--- config.mk ---
export PLATFORM = sky130hd
export DESIGN_NAME = c_handshake_tx
export DESIGN_NICKNAME = d
export VERILOG_FILES = /design/src/rtl/c_handshake_tx.sv
export SDC_FILE = /design/constraint.sdc
export NUM_CORES = 1
export LEC_CHECK = 0
export CAP_MARGIN = 40
export CELL_PAD_IN_SITES_DETAIL_PLACEMENT = 1
export CELL_PAD_IN_SITES_GLOBAL_PLACEMENT = 1
export CORE_UTILIZATION = 40
export CTS_BUF_LIST = sky130_fd_sc_hd__clkbuf_16
export DETAILED_ROUTE_END_ITERATION = 16
export PLACE_DENSITY = 0.77
export SETUP_SLACK_MARGIN = 0.3
export SYNTH_ARGS = -nofsm -noshare
export SYNTH_HDL_FRONTEND = slang
export SYNTH_SLANG_ARGS = --single-unit
export TNS_END_PERCENT = 100
--- constraint.sdc ---
create_clock -name clk -period 2.2 [get_ports clk]
set_input_delay 0.22 -clock clk [delete_from_list [all_inputs] [get_ports clk]]
set_output_delay 0.22 -clock clk [all_outputs]
set_load 0.005 [all_outputs]
--- src/rtl/c_handshake_tx.sv ---
// c_handshake_tx: clocked valid/ready source to 4-phase bundled-data
// request/acknowledge transmitter with ack synchronizer, per-phase timeout
// and completed-transfer counter.
module c_handshake_tx #(
    parameter int DATA_W      = 4,
    parameter int SYNC_STAGES = 2,   // must be at least 2
    parameter int TIMEOUT     = 255,
    parameter int CNT_W       = 8
) (
    input  logic              clk,
    input  logic              rst_n,
    input  logic              in_valid,
    output logic              in_ready,
    input  logic [DATA_W-1:0] in_data,
    output logic [DATA_W-1:0] data_o,
    output logic              req_o,
    input  logic              ack_i,
    input  logic              clear_err,
    output logic              busy,
    output logic              timeout_err,
    output logic [CNT_W-1:0]  xfer_count
);

    localparam int TO_W = $clog2(TIMEOUT + 1);
    // Value of the counter on the last permitted cycle of a phase.
    localparam logic [TO_W-1:0] TO_LAST = TO_W'(TIMEOUT - 1);

    typedef enum logic [2:0] {
        S_IDLE,
        S_SETUP,
        S_WAIT_HI,
        S_WAIT_LO,
        S_ERR
    } state_t;

    state_t              r_state,   w_state_nxt;
    logic                r_req,     w_req_nxt;
    logic [DATA_W-1:0]   r_data,    w_data_nxt;
    logic                r_to_err,  w_to_err_nxt;
    logic [CNT_W-1:0]    r_xfer,    w_xfer_nxt;
    logic [TO_W-1:0]     r_to_cnt,  w_to_cnt_nxt;
    logic [SYNC_STAGES-1:0] r_sync;
    logic                w_ack_s;
    logic                w_in_ready;

    // Synchronize the asynchronous acknowledge into the clk domain.
    always_ff @(posedge clk or negedge rst_n) begin
        if (!rst_n) begin
            r_sync <= '0;
        end else begin
            r_sync <= {r_sync[SYNC_STAGES-2:0], ack_i};
        end
    end

    assign w_ack_s    = r_sync[SYNC_STAGES-1];
    // A new word is only taken once the previous acknowledge has returned to zero.
    assign w_in_ready = (r_state == S_IDLE) && !w_ack_s;

    // State register and all handshake-side registers.
    always_ff @(posedge clk or negedge rst_n) begin
        if (!rst_n) begin
            r_state  <= S_IDLE;
            r_req    <= 1'b0;
            r_data   <= '0;
            r_to_err <= 1'b0;
            r_xfer   <= '0;
            r_to_cnt <= '0;
        end else begin
            // NOTE: non-blocking assignments make every register here update
            // from the same pre-edge values, regardless of statement order.
            r_state  <= w_state_nxt;
            r_req    <= w_req_nxt;
            r_data   <= w_data_nxt;
            r_to_err <= w_to_err_nxt;
            r_xfer   <= w_xfer_nxt;
            r_to_cnt <= w_to_cnt_nxt;
        end
    end

    // Next-state and next-register logic for the 4-phase handshake.
    always_comb begin
        // NOTE: every output of this block gets a hold value first so that no
        // path through the case statement can infer a latch.
        w_state_nxt  = r_state;
        w_req_nxt    = r_req;
        w_data_nxt   = r_data;
        w_to_err_nxt = r_to_err;
        w_xfer_nxt   = r_xfer;
        w_to_cnt_nxt = r_to_cnt;

        case (r_state)
            S_IDLE: begin
                if (in_valid && w_in_ready) begin
                    w_data_nxt  = in_data;
                    w_state_nxt = S_SETUP;
                end
            end
            S_SETUP: begin
                // One cycle of data setup before the request edge.
                w_req_nxt   = 1'b1;
                w_state_nxt = S_WAIT_HI;
            end
            S_WAIT_HI: begin
                if (w_ack_s) begin
                    w_req_nxt   = 1'b0;
                    w_state_nxt = S_WAIT_LO;
                end else if (r_to_cnt == TO_LAST) begin
                    w_req_nxt    = 1'b0;
                    w_to_err_nxt = 1'b1;
                    w_state_nxt  = S_ERR;
                end else begin
                    w_to_cnt_nxt = r_to_cnt + TO_W'(1);
                end
            end
            S_WAIT_LO: begin
                if (!w_ack_s) begin
                    w_xfer_nxt  = r_xfer + CNT_W'(1);
                    w_state_nxt = S_IDLE;
                end else if (r_to_cnt == TO_LAST) begin
                    w_to_err_nxt = 1'b1;
                    w_state_nxt  = S_ERR;
                end else begin
                    w_to_cnt_nxt = r_to_cnt + TO_W'(1);
                end
            end
            S_ERR: begin
                w_req_nxt = 1'b0;
                // Leaving ERR with ack still high would break the next handshake.
                if (clear_err && !w_ack_s) begin
                    w_to_err_nxt = 1'b0;
                    w_state_nxt  = S_IDLE;
                end
            end
            default: begin
                w_req_nxt   = 1'b0;
                w_state_nxt = S_IDLE;
            end
        endcase

        // Each phase gets its own full timeout budget.
        if (w_state_nxt != r_state) begin
            w_to_cnt_nxt = '0;
        end
    end

    assign in_ready    = w_in_ready;
    assign data_o      = r_data;
    assign req_o       = r_req;
    assign busy        = (r_state != S_IDLE);
    assign timeout_err = r_to_err;
    assign xfer_count  = r_xfer;

endmodule

==> summary.txt <==
Switching Fraction: 32.1%
Core area: 3150 um^2
Worst EP arrival: 2.06 ns
Number of global-route vias before repair: 1,243
Final nets: 180
Area grow syn2layout: 36.8%
Initial Util: 43.3%
First DRT Iteration DRCs: 75
CTS tree: yes
Max-cap viol count: 0
Async SR Flop Fraction: 100%
Worst setup SP type: flop
Synthesized Nets: 142
Pwr per Cell Area: 1020 nW/um^2
Routability cong.: 0.778
Die Y: 60.4 um
Worst Path Required: 2.38 ns
Most frequent cells in the layout: dfrtp_1, clkdlybuf4s50_1, buf_4
GRT overflow: 0
Vias: 1,196
Logic pwr share: 39.8%
Inst Count DP: 194
Row cnt: 20
Distinct cells, synth: 34
Power Internal: 1.30 mW
Fin. max-slew vios: 0
N_diodes: 0
Main synth FF type: dfrtp_1
Crit path largest cell delay: 0.51 ns
Worst slew margin: 76.2%
Buffers & Inverters on Critical Path: 1
Max VDD drop: 0.000593 V
Placed inst area: 1640 um^2
Place WS: 0.287 ns
Setup TNS: 0 ns
H-tree Lvls: 1
CP Max Fanout: 5
Seq pwr share: 37.6%
Share of cells above drive strength 1: 25.1%
Post-route insts no fill: 211
CTS Buf Count: 3
Min setup slack post-route: 0.322 ns
Clock buffer depth: 2
Clk pwr share: 22.7%
RSZ-0062 raised after global routing: true
DRT Pass-1 Iters: 5
Peak Freq: 0.533 GHz
CP delay by family, top: simple AND/OR/NAND/NOR gates
Area of the multi-input gates: 669 um^2
Global-route usage over all layers: 22.6%
Final instance area: 1870 um^2
Seq/Total Area, Yosys: 49.5%
Post-synth EDFFs: 0
Avg WL per Cell: 18.1 um
First-pass GRT wire length: 6010 um
Die width: 60.4 um
Clock skew: 0.00590 ns
CTS Hold Buffers Added: 0
Final Hold Slack: 0.321 ns
Leakage: 0.805 nW
Switching Power: 0.613 mW
FF+latch count, synth: 27
Routed Antenna Nets: 0
Largest net degree at the start of global routing: 28
Most common cell after layout, fill and taps aside: dfrtp_1
Run status: finished clean
Worst slew pin tran: 0.355 ns
Synth Instances: 130
Crit. End Element: flop
Clock transition at path regs: 0.07 ns
Die area: 3650 um^2
Synthesis Warnings: 0
Critical path cell sequence: buf_4, xnor2_2, nand3_2, or4_1, a211oi_2
Fin crit period: 1.88 ns
Kind of critical path: reg2reg
Post-DP HPWL: 2360 um
Final setup viols: 0
CTS Root Cell: clkbuf_16
Synthesized cell area: 1370 um^2
Hold crit path type: in2async
Initial antenna violation count: 0
Clk sinks: 27
# DRC: 0
Clock Latency Late Sink: 0.27 ns
CP max-delay cell: or4_1
Fillers: 352
WL final: 3820 um
Num ports: 25
FF+latch area: 679 um^2
Final hold vios: 0
Via/cell ratio: 5.67
Crit share post-route: 85.4%
IO buf count: 24
Avg Cell Area, Syn: 10.5 um^2
[worst paths after layout]
check / startpoint / end / cells past startpoint / slack [ns]
worst max-delay path: r_state[0] / r_to_cnt[4] / 5 / 0.32
worst min-delay path: rst_n / req_o / 2 / 0.32
worst max register to register: r_state[0] / r_to_cnt[4] / 5 / 0.32
worst min register to register: r_sync[0] / r_sync[1] / 0 / 0.38
max in group asynchronous: rst_n / r_state[2] / 2 / 1.61
min in group clk: r_sync[0] / r_sync[1] / 0 / 0.38
[area by class of cell]
class,instances,share of cell area [%]
sequential,27,36.4
inverter,3,0.603
clock inverter,1,0.402
multi-input combinational,92,35.8
tap,44,2.95
clock buffer,3,4.02
timing repair buffer,41,19.8
[metal layers]
metal | vias to the layer above | share of wire (%) | routed length, um | global-route usage (%)
met5 | - | 0 | 0 | 0
met3 | 7 | 2.6 | 101 | 4.05
li1 | 543 | - | - | -
met1 | 619 | 44 | 1700 | 29.4
met2 | 27 | 52 | 1970 | 37.5
met4 | 0 | 1.3 | 48 | 9.09
[worst register-to-register path: cells and delay by family, from the launching register on]
kind	cells	cell delay, ns
buffers and inverters	1	0.15
flip-flops	1	0.42
AO/OA/AOI/OAI	1	0.19
AND/OR/NAND/NOR	2	0.71
XOR/XNOR	1	0.32
[power by group through the flow]
stage / sequential, mW / clock, mW / combinational (mW)
after floorplan: 0.706 / 0 / 0.303
after global placement: 0.737 / 0 / 0.546
after detailed placement: 0.749 / 0 / 0.567
after CTS: 0.718 / 0.437 / 0.690
after global routing: 0.729 / 0.460 / 0.817
final: 0.717 / 0.433 / 0.760
[registers in the layout (all words and copies together) (netlist names)]
signal and count:
timeout_err 1, req_o 1, xfer_count 8, r_sync 2, r_to_cnt 8, r_state 3
data_o 4
[repair_timing]
| item | CTS | global route |
|---|---|---|
| resized for setup | 4 | 10 |
| setup buffers | 10 | 3 |
| pin swaps | 0 | 1 |
| endpoints found under the setup margin | 3 | 7 |
[stage by stage]
| stage | utilization (%) | total power [mW] |
|---|---|---|
| after floorplan | - | 1.01 |
| after global placement | 51.9 | 1.28 |
| after detailed placement | 51.9 | 1.32 |
| after CTS | 57.2 | 1.85 |
| after global routing | 59.2 | 2.01 |
| final | 59.2 | 1.91 |
[synthesized netlist by cell type (2+ instances only)]
cell type / instances / area, um^2
nor2_1: 8 / 30.0
o21ai_0: 7 / 35.0
ha_1: 3 / 37.5
inv_1: 3 / 11.3
nand4_1: 4 / 25.0
mux2i_1: 2 / 20.0
nor2b_1: 2 / 12.5
buf_2: 3 / 15.0
a211oi_1: 7 / 52.6
o32a_1: 2 / 20.0
xnor2_1: 4 / 35.0
a21oi_1: 3 / 15.0
buf_6: 2 / 22.5
xor2_1: 4 / 35.0
and3_1: 3 / 18.8
dfrtp_1: 27 / 676
nand3_1: 7 / 35.0
nor3_1: 4 / 20.0
or3_1: 5 / 31.3
clkbuf_1: 2 / 7.51
nand2_1: 9 / 33.8
o31ai_1: 2 / 15.0
mux2_2: 6 / 67.6
[logic make-up after synthesis]
logic type | Yosys count | share of synthesized area, %
AO/OA/AOI/OAI | 25 | 12.6
XOR/XNOR | 8 | 5.13
adder cells (fa/ha/maj) | 4 | 3.48
buffers and inverters | 11 | 4.67
flip-flops | 27 | 49.5
multiplexers | 8 | 6.42
AND/OR/NAND/NOR | 47 | 18.2
Power figures use the tool's default switching activity.
